File: src/rtl/demux_1_8_stream_if.sv
// Stream bundle for the 1-to-8 demultiplexer.
// One producer port fanned out to eight valid/ready consumer channels.
interface demux_1_8_stream_if #(
    parameter int WIDTH = 32
);
    logic [2:0]         select;
    logic               in_valid;
    logic [WIDTH-1:0]   in_data;
    logic               in_ready;
    logic [7:0]         out_valid;
    logic [8*WIDTH-1:0] out_data;
    logic [7:0]         out_ready;
    logic [3:0]         occupancy;

    modport master (
        output select, in_valid, in_data, out_ready,
        input  in_ready, out_valid, out_data, occupancy
    );

    modport slave (
        input  select, in_valid, in_data, out_ready,
        output in_ready, out_valid, out_data, occupancy
    );
endinterface

File: src/rtl/demux_1_8_stream.sv
// Registered 1-to-8 stream demux with a one-word buffer per channel.
// A full, stalled channel only blocks words addressed to it.
module demux_1_8_stream #(
    parameter int WIDTH = 32
) (
    input logic                 clock,
    input logic                 reset_n,
    demux_1_8_stream_if.slave   bus
);
    logic [7:0]         full_q, full_d;
    logic [8*WIDTH-1:0] data_q, data_d;
    logic [3:0]         occ_q, occ_d;
    logic               acc;

    assign bus.in_ready  = ~full_q[bus.select] | bus.out_ready[bus.select];
    assign acc           = bus.in_valid & bus.in_ready;
    assign bus.out_valid = full_q;
    assign bus.out_data  = data_q;
    assign bus.occupancy = occ_q;

    always_comb begin
        // Drains clear first; an accept to the same channel re-sets it.
        full_d = full_q & ~bus.out_ready;
        data_d = data_q;
        for (int k = 0; k < 8; k++) begin
            if (acc && bus.select == 3'(k)) begin
                full_d[k] = 1'b1;
                data_d[k*WIDTH +: WIDTH] = bus.in_data;
            end
        end
        occ_d = 4'd0;
        for (int k = 0; k < 8; k++) begin
            occ_d = occ_d + {3'b000, full_d[k]};
        end
    end

    always_ff @(posedge clock) begin
        if (!reset_n) begin
            full_q <= 8'h00;
            data_q <= '0;
            occ_q  <= 4'd0;
        end else begin
            full_q <= full_d;
            data_q <= data_d;
            occ_q  <= occ_d;
        end
    end
endmodule

File: src/flat_wrapper.sv
// flat-port wrapper written by rule: the top's interface ports become plain ports
module demux_1_8_stream_flat 
#(
    parameter int WIDTH = 32
)
  (clock, reset_n, bus_select, bus_in_valid, bus_in_data, bus_out_ready, bus_in_ready, bus_out_valid, bus_out_data, bus_occupancy);
  demux_1_8_stream_if #(.WIDTH(WIDTH)) bus_i ();
  input logic clock;
  input logic reset_n;
  input wire logic [$bits(bus_i.select)-1:0] bus_select;
  input wire logic [$bits(bus_i.in_valid)-1:0] bus_in_valid;
  input wire logic [$bits(bus_i.in_data)-1:0] bus_in_data;
  input wire logic [$bits(bus_i.out_ready)-1:0] bus_out_ready;
  output wire logic [$bits(bus_i.in_ready)-1:0] bus_in_ready;
  output wire logic [$bits(bus_i.out_valid)-1:0] bus_out_valid;
  output wire logic [$bits(bus_i.out_data)-1:0] bus_out_data;
  output wire logic [$bits(bus_i.occupancy)-1:0] bus_occupancy;
  assign bus_i.select = bus_select;
  assign bus_i.in_valid = bus_in_valid;
  assign bus_i.in_data = bus_in_data;
  assign bus_i.out_ready = bus_out_ready;
  assign bus_in_ready = bus_i.in_ready;
  assign bus_out_valid = bus_i.out_valid;
  assign bus_out_data = bus_i.out_data;
  assign bus_occupancy = bus_i.occupancy;
  demux_1_8_stream #(.WIDTH(WIDTH)) u_core (.clock(clock), .reset_n(reset_n), .bus(bus_i));
endmodule
File: config.mk
export PLATFORM = sky130hd
export DESIGN_NAME = demux_1_8_stream_flat
export DESIGN_NICKNAME = d
export VERILOG_FILES = /design/src/rtl/demux_1_8_stream_if.sv /design/src/rtl/demux_1_8_stream.sv /design/src/flat_wrapper.sv
export SDC_FILE = /design/constraint.sdc
export NUM_CORES = 1
export LEC_CHECK = 0
export CAP_MARGIN = 25
export CORE_MARGIN = 4
export CORE_UTILIZATION = 43
export CTS_CLUSTER_DIAMETER = 120
export DETAILED_ROUTE_END_ITERATION = 12
export GPL_TIMING_DRIVEN = 0
export PLACE_DENSITY = 0.85
export SKIP_LAST_GASP = 1
export SLEW_MARGIN = 0
export SYNTH_ARGS = -nofsm -noshare
export SYNTH_HDL_FRONTEND = slang
export SYNTH_SLANG_ARGS = --single-unit
File: constraint.sdc
create_clock -name clock -period 4.9 [get_ports clock]
set_clock_uncertainty 0.2 [all_clocks]
set_input_delay 1.47 -clock clock [delete_from_list [all_inputs] [get_ports clock]]
set_output_delay 1.47 -clock clock [all_outputs]
set_load 0.05 [all_outputs]
# After elaboration in Yosys (flattened, before gate mapping)
# Cells that the tools add are included.
[classes]
eq_ne = 7
shift = 0
n_reduce_logical = 9
multipliers = 0
n_lt_le_gt_ge = 1
n_addsub = 7
bitwise = 5
n_mux = 12
div = 0
[op_table]
columns = ["cell", "n"]
rows = [
  ["$add A4 B1 Y4", 6],
  ["$eq A3 B3 Y1 const B", 4],
  ["$mux W1", 10],
  ["$and A8 B8 Y8", 1],
  ["$logic_and A1 B1 Y1", 8],
  ["$not A8 Y8", 1],
  ["$bmux W1 S3", 2],
  ["$eq A3 B2 Y1 const B", 2],
  ["$lt A3 B4 Y1 const B", 1],
  ["$eq A3 B1 Y1 const B", 1],
  ["$logic_not A3 Y1", 1],
  ["$add A1 B1 Y2", 1],
  ["$and A1 B1 Y1", 1],
  ["$not A1 Y1", 1],
  ["$or A1 B1 Y1", 1],
]
[totals]
latchBits = 0
n_memories = 0
romBits = 0
out_inout_bits = 269
mem_bits_rw = 0
regBits = 268
inputBits = 46
elab_cells = 51

# Longest topological paths before layout
# Gate-level depths: netlist of run 1.
[logic_depth]
depth_word = 14
mapped_depth = 13
mapped_depth_nobuf = 11

# Worst setup path after synthesis of run 1
# No wires, ideal clock.
[synth_path]
path_type = "input to register"
start = "input port bus_select[0]"
end = "register u_core.occ_q[1] (netlist: u_core.bus.occupancy[1])"
setup_ns = 0.115
slack_ns = -0.009
stages = 12
n_path_buf = 2
arrival_ns = 4.594
required_ns = 4.585
cell_sequence = "or4b_1 -> buf_6 -> buf_6 -> nand2_1 -> ha_1 -> fa_1 -> inv_1 -> fa_1 -> fa_1 -> inv_1 -> fa_1 -> and2_1"
[synth_via]
elab_chain_len = 14
elab_cells_between_ends = 38
classes_between = "7 x add/sub; 7 x eq/ne; 12 x mux; 3 x bitwise; 9 x reduce/logical"
[synth_lines]
columns = ["item", "line", "text"]
rows = [
  ["from (decl)", "flat_wrapper.sv:10", "input wire logic [$bits(bus_i.select)-1:0] bus_select;"],
  ["$bmux W1 S3", "demux_1_8_stream.sv:15", "assign bus.in_ready = ~full_q[bus.select] | bus.out_ready[bus.select];"],
  ["$mux W1 (implied by the code)", "demux_1_8_stream.sv:15", ""],
  ["$not A1 Y1", "demux_1_8_stream.sv:15", ""],
  ["$or A1 B1 Y1", "demux_1_8_stream.sv:15", ""],
  ["$and A1 B1 Y1", "demux_1_8_stream.sv:16", "assign acc = bus.in_valid & bus.in_ready;"],
  ["$logic_and A1 B1 Y1 (*)", "demux_1_8_stream.sv:26", "if (acc && bus.select == 3'(k)) begin"],
  ["$mux W1 (*)", "demux_1_8_stream.sv:26", ""],
  ["named net u_core.full_d[0]", "demux_1_8_stream.sv:10", "logic [7:0] full_q, full_d;"],
  ["$add A1 B1 Y2 (*)", "demux_1_8_stream.sv:33", "occ_d = occ_d + {3'b000, full_d[k]};"],
  ["$add A4 B1 Y4 (*) (6 in a row)", "demux_1_8_stream.sv:33", ""],
  ["named net u_core.occ_d[1]", "demux_1_8_stream.sv:12", "logic [3:0] occ_q, occ_d;"],
  ["to (signal assigned)", "demux_1_8_stream.sv:41", "occ_q <= 4'd0;"],
  ["to (signal assigned)", "demux_1_8_stream.sv:45", "occ_q <= occ_d;"],
  ["to (decl)", "demux_1_8_stream.sv:12", ""],
]
# Mark *: on every way through the listed nets, which the timed path passes. The rest lies on a longest branch. The select of a mux whose other input is x is not followed.
# A chain may end at the register's enable or synchronous reset.

# Final worst setup path of run 1
[layout_path]
start = "input port bus_out_ready[2]"
end = "output port bus_in_ready"
[layout_via]
elab_chain_len = 3
[layout_lines]
columns = ["item", "line", "text"]
rows = [
  ["from (decl)", "flat_wrapper.sv:13", "input wire logic [$bits(bus_i.out_ready)-1:0] bus_out_ready;"],
  ["$bmux W1 S3", "demux_1_8_stream.sv:15", ""],
  ["$mux W1 (implied by the code)", "demux_1_8_stream.sv:15", ""],
  ["$or A1 B1 Y1", "demux_1_8_stream.sv:15", ""],
  ["to (decl)", "flat_wrapper.sv:14", "output wire logic [$bits(bus_i.in_ready)-1:0] bus_in_ready;"],
]
# Every way passes these cells. The select of a mux whose other input is x is not followed.

==> metrics.log, run 1 <==
[metrics] first-pass iteration count of the detailed router: 6
[metrics] buffers plus inverters on the worst setup path: 2
[metrics] fraction of final layout cells sized beyond drive strength 1: between 7 and 8%
[metrics] GRT Residual Overflow: 0
[metrics] power density over cell area: between 300 and 400 mW/mm^2
[metrics] CP required: 3.23 ns
[metrics] number of placed I/O pins: 315
[metrics] placeable core region: ~0.025 sq mm
[metrics] minimum clock period after layout: 4.86 ns
[metrics] growth of design area from synthesis to finish: 37.0%
[metrics] DIE HEIGHT: 168 um
[metrics] top-area cell type share of the netlist area: 48.5%
[metrics] highest cell delay on the worst timing path: 0.62 ns
[metrics] Post-Route Hold Slack: ~0.26 ns
[metrics] Post-synth ARST share: 0%
[metrics] Die X: 168 um
[metrics] outcome: finished, final reports clean
[metrics] transition time at the pin with the least slew margin: 0.966 ns
[metrics] category of cells accounting for the largest share of critical-path delay: simple AND/OR/NAND/NOR gates
[metrics] GPL Wtd Cong: 0.920
[metrics] count of final max-slew check failures: 0
[metrics] Post-Synthesis Cells: 1306
[metrics] cell with the largest stage delay on the worst path: sky130_fd_sc_hd__nor2b_1
[metrics] unrepaired setup endpoints after global routing: no
[metrics] CTS H-Tree Depth: 1
[metrics] top-count cell post-synth: sky130_fd_sc_hd__dfxtp_1
[metrics] Max-Slew Margin vs Limit: about 36%
[metrics] clock insertion delay at the later pin of the skew report: 0.54 ns
[metrics] critical path class: in2out
[metrics] clock transition at the registers of the reported paths: approximately 0.060 ns
[metrics] critical path capture point type: output pin
[metrics] part of the Yosys area used for sequential elements: 48.5%
[metrics] cell types with the highest counts after synthesis: sky130_fd_sc_hd__dfxtp_1, sky130_fd_sc_hd__a21oi_1, sky130_fd_sc_hd__nand3_1
[metrics] TritonCTS clock tree: yes
[metrics] number of endpoints with negative hold slack in the final report: 0
[metrics] Cell variety after synth: 34
[metrics] leakage power summed over all cells: about 0.0049 uW
[metrics] synthesized net count: 1359
[metrics] Post-Route WL: about 45000 um
[metrics] violation count after the first detailed-routing iteration: 1781
[metrics] Total GRT Usage: 29.3%
[metrics] number of flops mapped to enable cells by yosys: 0
[metrics] number of buffers created by CTS: 28
[metrics] vias post-DR: roughly 12000
[metrics] number of antenna violations at the first check in global routing: 3
[metrics] number of placed instances, taps included: between 1500 and 2000
[metrics] # DRC: 0
[metrics] root buf cell: sky130_fd_sc_hd__clkbuf_16
[metrics] Wirelength per Cell: between 20 and 25 um
[metrics] reported max-cap violation count: 0
[metrics] number of fill cells: 2202
[metrics] Worst setup SP type: input port
[metrics] clk sink count: 268
[metrics] wire length of the first global-routing pass: 66200 um
[metrics] post-synthesis sequential element count: 268
[metrics] number of global-route vias before repair: 11500
[metrics] post-route insts no fill: 1961
[metrics] post-detailed-route count of antenna-violating nets: 0
[metrics] full die area: 0.0283 sq mm
[metrics] initial core utilization: 43.8%
[metrics] final setup violation count: 0
[metrics] ranking of synthesized cells by area: sky130_fd_sc_hd__dfxtp_1, sky130_fd_sc_hd__a21oi_1, sky130_fd_sc_hd__nand3_1, sky130_fd_sc_hd__o31ai_1, sky130_fd_sc_hd__nand4_1
[metrics] CTS max path bufs: 3
[metrics] CP Max Fanout: 6
[metrics] Post-synth top flop: sky130_fd_sc_hd__dfxtp_1
[metrics] fmax: 206 MHz
[metrics] pin count of the biggest net entering global routing: 14
[metrics] via-per-instance ratio: between 6 and 7
[metrics] Peak supply drop: 0.195 mV
[metrics] signal arrival time at the worst endpoint: approximately 3.2 ns
[metrics] Nets: 1665
[metrics] buffers added on ports: 282
[metrics] Mapped Avg Cell Area: 8.46 sq um
[metrics] type of the worst min-delay path: reg2reg
[metrics] cell-by-cell trace of the critical path: clkdlybuf4s50_1 -> nor2b_1 -> mux4_2 -> mux2i_4 -> buf_6
[metrics] number of warnings reported in the yosys synthesis log: 0
[metrics] fraction of the cycle the final worst path needs: 99.2%
[metrics] Cell Area, Synth: 0.0111 sq mm
[metrics] biggest area consumer among synthesized cells: sky130_fd_sc_hd__dfxtp_1
[metrics] detailed placement HPWL: about 33000 um
[metrics] num rows: 58
[layer usage]
| layer | up-vias | track usage (%) | routed length, um |
|---|---|---|---|
| met5 | - | 0 | 26 |
| met4 | 4 | 14.0 | 2140 |
| met3 | 161 | 7.16 | 5250 |
| met2 | 804 | 45.3 | 19700 |
| met1 | 5908 | 38.7 | 17600 |
| li1 | 5408 | - | - |
[final timing paths]
| kind | start | end | slack [ns] | cells past startpoint |
|---|---|---|---|---|
| worst max-delay path | bus_out_ready[2] | bus_in_ready | 0.04 | 5 |
| worst min-delay path | u_core.bus.out_data[23] | u_core.bus.out_data[23] | 0.26 | 2 |
| worst max register to register | u_core.bus.out_valid[2] | u_core.bus.occupancy[1] | 1.25 | 11 |
| worst min register to register | u_core.bus.out_data[23] | u_core.bus.out_data[23] | 0.26 | 2 |
[final cells by class]
class | instances | area [sq um] | share of cell area, %
well taps | 330 | 413 | 2.73
multi-input cells | 837 | 4800 | 31.7
clock inverters | 8 | 71.3 | 0.471
repair buffers | 282 | 2800 | 18.5
plain buffers | 191 | 873 | 5.77
clock buffers | 40 | 797 | 5.26
inverters | 4 | 15.0 | 0.0991
flip-flops and latches | 268 | 5370 | 35.4
diodes | 1 | 2.50 | 0.0165
[kinds of logic (layout without fill, tap and decap cells)]
family / Yosys count / count (layout) / share of synthesized area [%]
DFF: 268 / 268 / 48.5
and+or+nand+nor: 307 / 307 / 15.8
muxes: 3 / 3 / 0.498
buffers and inverters: 201 / 525 / 8.22
adders and majority gates: 7 / 7 / 1.06
other: 0 / 1 / 0
xor gates and xnor gates: 1 / 1 / 0.0793
AOI/OAI and AO/OA: 519 / 519 / 25.8
[through the flow]
step	instance area (sq um)	total power (uW)	setup TNS [ns]	util (%)	worst slack, ns
after floorplan	11100	2680	0	-	0.0120
after global placement	14300	2900	-3.15	56.6	-0.878
after detailed placement	14300	2910	-3.29	56.6	-0.916
after CTS	15200	4920	0	60.1	0.00683
after global routing	15100	5040	0	60.0	0.0101
final	15100	4930	0	60.0	0.0372
[worst register-to-register path, cell delays in order (launching register included)]
cell	delay (ns)
sky130_fd_sc_hd__dfxtp_1	0.33
sky130_fd_sc_hd__nand2b_1	0.08
sky130_fd_sc_hd__buf_1	0.36
sky130_fd_sc_hd__clkbuf_2	0.30
sky130_fd_sc_hd__nand2_1	0.13
sky130_fd_sc_hd__fa_1	0.51
sky130_fd_sc_hd__inv_1	0.05
sky130_fd_sc_hd__fa_1	0.49
sky130_fd_sc_hd__fa_1	0.42
sky130_fd_sc_hd__inv_1	0.10
sky130_fd_sc_hd__fa_1	0.42
sky130_fd_sc_hd__and2_1	0.17
[cells in the final DEF, fill, tap and decap left out, types with 4 or more instances in the layout]
| master | n |
|---|---|
| sky130_fd_sc_hd__a21oi_1 | 262 |
| sky130_fd_sc_hd__clkinv_2 | 5 |
| sky130_fd_sc_hd__o21ai_0 | 114 |
| sky130_fd_sc_hd__nand4_1 | 96 |
| sky130_fd_sc_hd__clkbuf_1 | 143 |
| sky130_fd_sc_hd__dfxtp_1 | 268 |
| sky130_fd_sc_hd__o21ai_1 | 44 |
| sky130_fd_sc_hd__inv_1 | 4 |
| sky130_fd_sc_hd__nor2_1 | 9 |
| sky130_fd_sc_hd__clkbuf_16 | 29 |
| sky130_fd_sc_hd__o31ai_1 | 96 |
| sky130_fd_sc_hd__clkdlybuf4s50_1 | 277 |
| sky130_fd_sc_hd__nand3_1 | 160 |
| sky130_fd_sc_hd__buf_2 | 37 |
| sky130_fd_sc_hd__and2_1 | 4 |
| sky130_fd_sc_hd__nor2b_1 | 8 |
| sky130_fd_sc_hd__nand2_1 | 4 |
| sky130_fd_sc_hd__nand2b_1 | 10 |
| sky130_fd_sc_hd__clkbuf_2 | 5 |
| sky130_fd_sc_hd__buf_4 | 5 |
| sky130_fd_sc_hd__buf_6 | 13 |
| sky130_fd_sc_hd__fa_1 | 4 |
[power breakdown]
group	total, uW	switching, uW	internal, uW	leakage, uW
registers	2260	29.7	2230	0.00217
logic	618	451	168	0.00226
clock network	2060	884	1180	0.000426
total	4930	1360	3570	0.00486
[sequential cells by signal (all words and copies together) (netlist names)]
| signal | flops |
|---|---|
| u_core.bus.occupancy | 4 |
| u_core.bus.out_valid | 8 |
| u_core.bus.out_data | 256 |
[repair_timing]
| action | CTS | global route |
|---|---|---|
| buffers inserted | 0 | 0 |
| resized for setup | 25 | 9 |
| endpoints found under the setup margin | 3 | 2 |
| hold buffers | 0 | 0 |
| pin swaps | 1 | 1 |
(Power assumes the default switching activity.)
==> inputs of run 2 (changes only) <==
- SLEW_MARGIN: 0 -> unset
==> results of run 2 <==
No change in the layout: final DEF, timing and power equal those of run 1.
